## config.mk

```make
export PLATFORM = sky130hd
export DESIGN_NAME = cochlea_core_n
export DESIGN_NICKNAME = d
export VERILOG_FILES = /design/src/rtl/cochlea_pkg.sv /design/src/rtl/cochlea_ev_fifo.sv /design/src/rtl/cochlea_core_n.sv
export SDC_FILE = /design/constraint.sdc
export NUM_CORES = 1
export LEC_CHECK = 0
export CAP_MARGIN = 20
export CORE_MARGIN = 2
export CORE_UTILIZATION = 40
export CTS_CLUSTER_SIZE = 25
export DETAILED_ROUTE_END_ITERATION = 6
export SLEW_MARGIN = 20
export SYNTH_ARGS = -nofsm -noshare
export SYNTH_HDL_FRONTEND = slang
export SYNTH_SLANG_ARGS = --single-unit
```

## constraint.sdc

```tcl
create_clock -name clk_master -period 2 [get_ports clk_master]
set_input_delay 0.4 -clock clk_master [delete_from_list [all_inputs] [get_ports clk_master]]
set_output_delay 0.4 -clock clk_master [all_outputs]
set_load 0.01 [all_outputs]
```

## src/rtl/cochlea_pkg.sv

```systemverilog
// Shared limits, FIFO entry layout and channel-index width for cochlea_core_n.
// Build macro TIMESTAMP_EN adds the gray timestamp field to every FIFO entry.
package cochlea_pkg;

    localparam int NCH_MIN        = 1;
    localparam int NCH_MAX        = 16;
    localparam int GRAY_W_MIN     = 4;
    localparam int GRAY_W_MAX     = 16;
    localparam int FIFO_DEPTH_MIN = 2;
    localparam int FIFO_DEPTH_MAX = 64;

`ifdef TIMESTAMP_EN
    localparam bit TS_EN = 1'b1;
`else
    localparam bit TS_EN = 1'b0;
`endif

    // Entry layout, LSB first: channel index, polarity, optional timestamp.
    localparam int CHAN_LSB = 0;

    function automatic int chan_w(input int nch);
        return (nch > 1) ? $clog2(nch) : 1;
    endfunction

    function automatic int pol_bit(input int nch);
        return CHAN_LSB + chan_w(nch);
    endfunction

    function automatic int time_lsb(input int nch);
        return pol_bit(nch) + 1;
    endfunction

    function automatic int entry_w(input int nch, input int gray_w);
        return time_lsb(nch) + (TS_EN ? gray_w : 0);
    endfunction

    function automatic bit params_legal(input int nch, input int gray_w, input int depth);
        return (nch >= NCH_MIN) && (nch <= NCH_MAX) &&
               (gray_w >= GRAY_W_MIN) && (gray_w <= GRAY_W_MAX) &&
               (depth >= FIFO_DEPTH_MIN) && (depth <= FIFO_DEPTH_MAX) &&
               ((depth & (depth - 1)) == 0);
    endfunction

endpackage

```

## src/rtl/cochlea_ev_fifo.sv

```systemverilog
// First-word-fall-through event FIFO; the head is visible combinationally while not empty.
module cochlea_ev_fifo #(
    parameter int W     = 8,
    parameter int DEPTH = 8
) (
    input  logic         clk_master,
    input  logic         rst,
    input  logic         i_wr_en,
    input  logic [W-1:0] i_wr_data,
    input  logic         i_rd_en,
    output logic [W-1:0] o_rd_data,
    output logic         o_full,
    output logic         o_empty
);

    localparam int AW = $clog2(DEPTH);

    logic [W-1:0] r_mem [DEPTH];
    logic [AW:0]  r_wr_ptr;
    logic [AW:0]  r_rd_ptr;
    logic         w_wr;
    logic         w_rd;

    assign o_empty = (r_wr_ptr == r_rd_ptr);
    assign o_full  = (r_wr_ptr[AW] != r_rd_ptr[AW]) &&
                     (r_wr_ptr[AW-1:0] == r_rd_ptr[AW-1:0]);
    assign w_rd    = i_rd_en & ~o_empty;
    assign w_wr    = i_wr_en & (~o_full | w_rd);

    always_ff @(posedge clk_master or posedge rst) begin
        if (rst) begin
            r_wr_ptr <= '0;
            r_rd_ptr <= '0;
        end else begin
            if (w_wr) r_wr_ptr <= r_wr_ptr + (AW+1)'(1);
            if (w_rd) r_rd_ptr <= r_rd_ptr + (AW+1)'(1);
        end
    end

    // NOTE: storage is not reset; the pointers alone decide whether an entry is live.
    always_ff @(posedge clk_master) begin
        if (w_wr) r_mem[r_wr_ptr[AW-1:0]] <= i_wr_data;
    end

    assign o_rd_data = o_empty ? '0 : r_mem[r_rd_ptr[AW-1:0]];

endmodule

```

## src/rtl/cochlea_core_n.sv

```systemverilog
// Comparator event front-end: synchronise strobes, detect level changes, arbitrate into a FIFO.
// Build macro TIMESTAMP_EN stores the gray time base with each event and drives ev_time.
module cochlea_core_n
    import cochlea_pkg::*;
#(
    parameter int NCH        = 2,
    parameter int GRAY_W     = 10,
    parameter int FIFO_DEPTH = 8
) (
    input  logic                    clk_master,
    input  logic                    rst,
    input  logic                    ud_en,
    input  logic [NCH-1:0]          comp_high,
    input  logic [NCH-1:0]          phi1b_dig,
    output logic [GRAY_W-1:0]       gray_clk,
    output logic                    div2out,
    output logic                    ev_valid,
    input  logic                    ev_ready,
    output logic [chan_w(NCH)-1:0]  ev_chan,
    output logic                    ev_pol,
    output logic [GRAY_W-1:0]       ev_time,
    output logic                    overflow
);

    localparam int CW  = chan_w(NCH);
    localparam int EW  = entry_w(NCH, GRAY_W);
    localparam int POL = pol_bit(NCH);

    if (!params_legal(NCH, GRAY_W, FIFO_DEPTH)) begin : g_bad_params
        $error("cochlea_core_n: NCH, GRAY_W or FIFO_DEPTH outside legal range");
    end

    logic [GRAY_W-1:0] r_bin;
    logic [GRAY_W-1:0] r_gray;
    logic              r_div2;
    logic [NCH-1:0]    r_phi_s1, r_phi_s2, r_phi_d;
    logic [NCH-1:0]    r_cmp_s1, r_cmp_s2;
    logic [NCH-1:0]    r_comp_out;
    logic [NCH-1:0]    r_pend_v;
    logic [NCH-1:0]    r_pend_pol;
`ifdef TIMESTAMP_EN
    logic [GRAY_W-1:0] r_pend_time [NCH];
`endif
    logic [CW-1:0]     r_rr_ptr;
    logic              r_overflow;

    logic [NCH-1:0]    w_strobe;
    logic [NCH-1:0]    w_event;
    logic [NCH-1:0]    w_grant_oh;
    logic              w_grant_v;
    logic [CW-1:0]     w_grant_idx;
    logic [CW-1:0]     w_cand;
    logic              w_full;
    logic              w_empty;
    logic              w_pop;
    logic [EW-1:0]     w_wr_data;
    logic [EW-1:0]     w_rd_data;

    always_ff @(posedge clk_master or posedge rst) begin
        if (rst) begin
            r_bin  <= '0;
            r_gray <= '0;
            r_div2 <= 1'b0;
        end else begin
            r_bin  <= r_bin + GRAY_W'(1);
            r_gray <= r_bin ^ (r_bin >> 1);
            r_div2 <= ~r_div2;
        end
    end

    always_ff @(posedge clk_master or posedge rst) begin
        if (rst) begin
            r_phi_s1   <= '0;
            r_phi_s2   <= '0;
            r_phi_d    <= '0;
            r_cmp_s1   <= '0;
            r_cmp_s2   <= '0;
            r_comp_out <= '0;
        end else begin
            r_phi_s1   <= phi1b_dig;
            r_phi_s2   <= r_phi_s1;
            r_phi_d    <= r_phi_s2;
            r_cmp_s1   <= comp_high;
            r_cmp_s2   <= r_cmp_s1;
            r_comp_out <= (r_comp_out & ~w_strobe) | (r_cmp_s2 & w_strobe);
        end
    end

    // comp_out tracks every strobe; only the event itself is gated by ud_en.
    assign w_strobe = r_phi_s2 & ~r_phi_d;
    assign w_event  = w_strobe & (r_cmp_s2 ^ r_comp_out) & {NCH{ud_en}};
    assign w_pop    = ev_valid & ev_ready;

    // NOTE: defaults come first so no path through the loop leaves a signal unassigned.
    always_comb begin
        w_grant_v   = 1'b0;
        w_grant_idx = '0;
        w_cand      = '0;
        if (!w_full || w_pop) begin
            for (int i = NCH; i >= 1; i--) begin
                w_cand = CW'((int'(r_rr_ptr) + i) % NCH);
                if (r_pend_v[w_cand]) begin
                    w_grant_v   = 1'b1;
                    w_grant_idx = w_cand;
                end
            end
        end
    end

    assign w_grant_oh = w_grant_v ? (NCH'(1) << w_grant_idx) : '0;

    always_ff @(posedge clk_master or posedge rst) begin
        if (rst) begin
            r_pend_v   <= '0;
            r_pend_pol <= '0;
`ifdef TIMESTAMP_EN
            for (int i = 0; i < NCH; i++) r_pend_time[i] <= '0;
`endif
            r_rr_ptr   <= '0;
            r_overflow <= 1'b0;
        end else begin
            for (int i = 0; i < NCH; i++) begin
                if (w_event[i]) begin
                    r_pend_v[i]    <= 1'b1;
                    r_pend_pol[i]  <= r_cmp_s2[i];
`ifdef TIMESTAMP_EN
                    r_pend_time[i] <= r_gray;
`endif
                end else if (w_grant_oh[i]) begin
                    r_pend_v[i] <= 1'b0;
                end
            end
            if (w_grant_v) r_rr_ptr <= w_grant_idx;
            // A pending entry is lost only if it is not leaving on this same edge.
            r_overflow <= r_overflow | (|(w_event & r_pend_v & ~w_grant_oh));
        end
    end

`ifdef TIMESTAMP_EN
    localparam int TLSB = time_lsb(NCH);
    assign w_wr_data = {r_pend_time[w_grant_idx], r_pend_pol[w_grant_idx], w_grant_idx};
    assign ev_time   = w_rd_data[TLSB +: GRAY_W];
`else
    assign w_wr_data = {r_pend_pol[w_grant_idx], w_grant_idx};
    assign ev_time   = '0;
`endif

    cochlea_ev_fifo #(
        .W     (EW),
        .DEPTH (FIFO_DEPTH)
    ) u_fifo (
        .clk_master (clk_master),
        .rst        (rst),
        .i_wr_en    (w_grant_v),
        .i_wr_data  (w_wr_data),
        .i_rd_en    (w_pop),
        .o_rd_data  (w_rd_data),
        .o_full     (w_full),
        .o_empty    (w_empty)
    );

    assign gray_clk = r_gray;
    assign div2out  = r_div2;
    assign ev_valid = ~w_empty;
    assign ev_chan  = w_rd_data[CHAN_LSB +: CW];
    assign ev_pol   = w_rd_data[POL];
    assign overflow = r_overflow;

endmodule
```

==> flow_summary_export.csv <==
group,metric,value,unit
floorplanning,io_pins,33,
timing,rsz0062_at_grt,"yes",
cts,ctsLongestPathBuffers,2,
place,io_buffers,22,
cts,cts_sinks,62,
finish,drive_gt1_share,28.6,%
cts,cts_tree,"built",
yosys,syn_area_per_cell,14.9,um2
cts,cts-root-buf,"clkbuf_8",
power,fin_total_pwr,0.00390,W
timing,skew,7.02,ps
yosys,synthDistinctLibCells,41,
finish,final_cells,308,
finish,nFillCells,580,
yosys,yosysTopAreaCell,"dfrtp_1",
cts,numCtsBuffers,9,
timing,min_period,2070,ps
global_route,gr-usage-all-layers,12.7,%
yosys,yosys_most_used_dff,"dfrtp_1",
global_route,antenna_found_initial,0,
critical_path,reg2reg_slack,40,ps
timing,setup_viol,3,
critical_path,cp.required,1600,ps
critical_path,critPathLaunch,"u_fifo.r_rd_ptr[0]",
finish,multi_input_area,951,um2
place,gp_congestion,0.694,
min_path,min_path_type,"register to register",
critical_path,slowest_delay,430,ps
route,vias,1418,
route,viasPerCell,4.60,
critical_path,cp_max_fo,4,
yosys,ys_seq_area_share,60.6,%
route,detail_route.wl_per_cell,13.5,um
critical_path,start_kind,"register",
timing,hold_violations,0,
critical_path,cp.depth,6,
run_status,outcome,"finished with violations",
route,ant_nets,0,
cts,clock_latency,330,ps
cts,cts.clk_slew.worst_paths,70,ps
power,power_leakage,1.40,nW
global_route,grt_pass1_vias,1434,
critical_path,crit_buf_inv,3,
floorplanning,row_count,29,
yosys,ys_top_cells_by_count,"dfrtp_1, edfxtp_1, buf_4",
global_route,overflow,0,
cts,htree_levels,3,
yosys,synth_most_common_cell,"dfrtp_1",
power,irDropWorstVdd,0.458,mV
floorplanning,die-area,7400,um2
finish,postLayoutCellArea,3270,um2
critical_path,endpoint,"ev_valid",
route,drt_wl_total,4160,um
yosys,synth-edff-count,16,
global_route,grt_max_degree,47,
critical_path,critPathCaptureType,"output port",
run_status,violations,"setup timing",
yosys,yosys_warnings,0,
job,maxCapViolCount,0,
yosys,synth_area_leaders,"dfrtp_1, edfxtp_1, ha_1",
place,placed_cells,288,
finish,seqCellArea,1630,um2
critical_path,crit_arrival,1670,ps
place,dpl_cell_area,3040,um2
timing,fmax,0.482,GHz
timing,fin_crit_sh,104,%
route,drt-initial-drc-count,59,
floorplanning,die_x,86.0,um
finish,antenna_cells,0,
place,hpwlAfterDp,2780,um
critical_path,reg2reg_to,"u_fifo.r_mem[4][1]",
power,power.density,1190,nW/um2
yosys,synth_seq_cells,62,
floorplanning,start_util,41.9,%
critical_path,setup.worst_path.class,"register to output port",
yosys,yosys.area.top_type_share,42.8,%
critical_path,ff2ff_path_depth,7,
yosys,netlist_area,2690,um2
floorplanning,coreArea,6420,um2
yosys,synth_cells,181,
global_route,grt_first_pass_wirelength,6970,um
critical_path,critPathTopFamily,"buffers and inverters",
place,dpl_worst_slack,-119,ps
route,drc,0,
finish,layout.nets,245,
min_path,min_from,"r_cmp_s1[1]",
yosys,ys_async_sr_fraction,74.2,%
finish,syn_to_final_growth,21.6,%
timing,drv_slew,0,
critical_path,cp_slowest_cell,"dfrtp_2",
critical_path,r2r_start,"u_fifo.r_rd_ptr[0]",
route,drt_first_pass_iters,4,
critical_path,crit_chain,"buf_4, xnor2_4, nand3_4, nor2b_4, inv_1, dlygate4sd2_1",
floorplanning,die_h,86.0,um
timing,layout_setup_ws,-73.4,ps
layout make-up:
cell class	instances	share of cell area, %
Tap cell	77	2.94
Inverter	7	0.803
Sequential cell	62	49.9
Multi-Input combinational cell	104	29.1
Timing Repair Buffer	43	11.7
Clock buffer	11	4.97
Clock inverter	4	0.612
routing by layer:
| metal | global-route usage, % | wire length (um) | vias up |
|---|---|---|---|
| li1 | - | - | 698 |
| met1 | 16.6 | 1960 | 680 |
| met2 | 18.9 | 1950 | 32 |
| met3 | 3.37 | 154 | 8 |
| met4 | 8.23 | 89 | 0 |
| met5 | 0 | 0 | - |
state kept, by name (all words and copies together), names as in the netlist, named ones only:
register,count
u_fifo.r_rd_ptr,4
r_pend_pol,2
r_bin,9
div2out,1
r_cmp_s1,2
r_rr_ptr,1
r_cmp_s2,2
u_fifo.r_wr_ptr,4
r_pend_v,2
u_fifo.r_mem,16
r_phi_d,2
r_phi_s2,2
r_phi_s1,2
gray_clk,10
overflow,1
cells in the final DEF (no fill, tap or decap), drive strengths merged, types with 7 or more instances in the layout:
master         Yosys  layout
nand2              9       9
xnor2             15      15
clkdlybuf4s50      0      19
buf               17      23
edfxtp            16      16
inv                7       7
conb               1      10
ha                10      10
clkbuf             0      11
dfrtp             46      46
logic make-up (layout without fill, tap and decap cells):
group                      Yosys count  count (layout)  synth area share, %
AOI/OAI and AO/OA                   14              14                 3.77
xor gates and xnor gates            21              21                 9.48
adders and majority gates           10              10                 4.65
buffers and inverters               24              65                 6.04
DFF                                 62              62                 60.6
muxes                               11              11                 6.74
other                                1              10                0.139
and+or+nand+nor                     38              38                 8.55
worst min-delay path by stage:
stage | endpoint | slack, ps | cells past startpoint
after global routing | r_phi_s2[0] | 360 | 0
after global placement | r_cmp_s2[0] | 330 | 0
after detailed placement | r_phi_s2[0] | 340 | 0
after CTS | r_cmp_s2[1] | 350 | 0
final | r_cmp_s2[1] | 350 | 0
after floorplan | r_cmp_s2[0] | 330 | 0
where the power goes:
part / switching [W] / internal (W)
clock network: 0.000466 / 0.000543
logic: 0.000553 / 0.000723
registers: 0.000176 / 0.00144
total: 0.00120 / 0.00271
metrics by stage:
stage | TNS, ps | utilization (%) | hold WS (ps)
after floorplan | 0 | - | 331
after global placement | -175 | 47.3 | 332
after detailed placement | -458 | 47.3 | 337
after CTS | -217 | 50.3 | 352
after global routing | -607 | 51.0 | 359
final | -205 | 51.0 | 350
repair_timing:
| item | in CTS | in global routing |
|---|---|---|
| hold buffers | 0 | 0 |
| setup endpoints to repair | 13 | 22 |
| setup buffers | 4 | 1 |
| hold endpoints to repair | 0 | 0 |
| pin swaps | 0 | 1 |
| resized for setup | 16 | 7 |
Power figures use the tool's default switching activity.
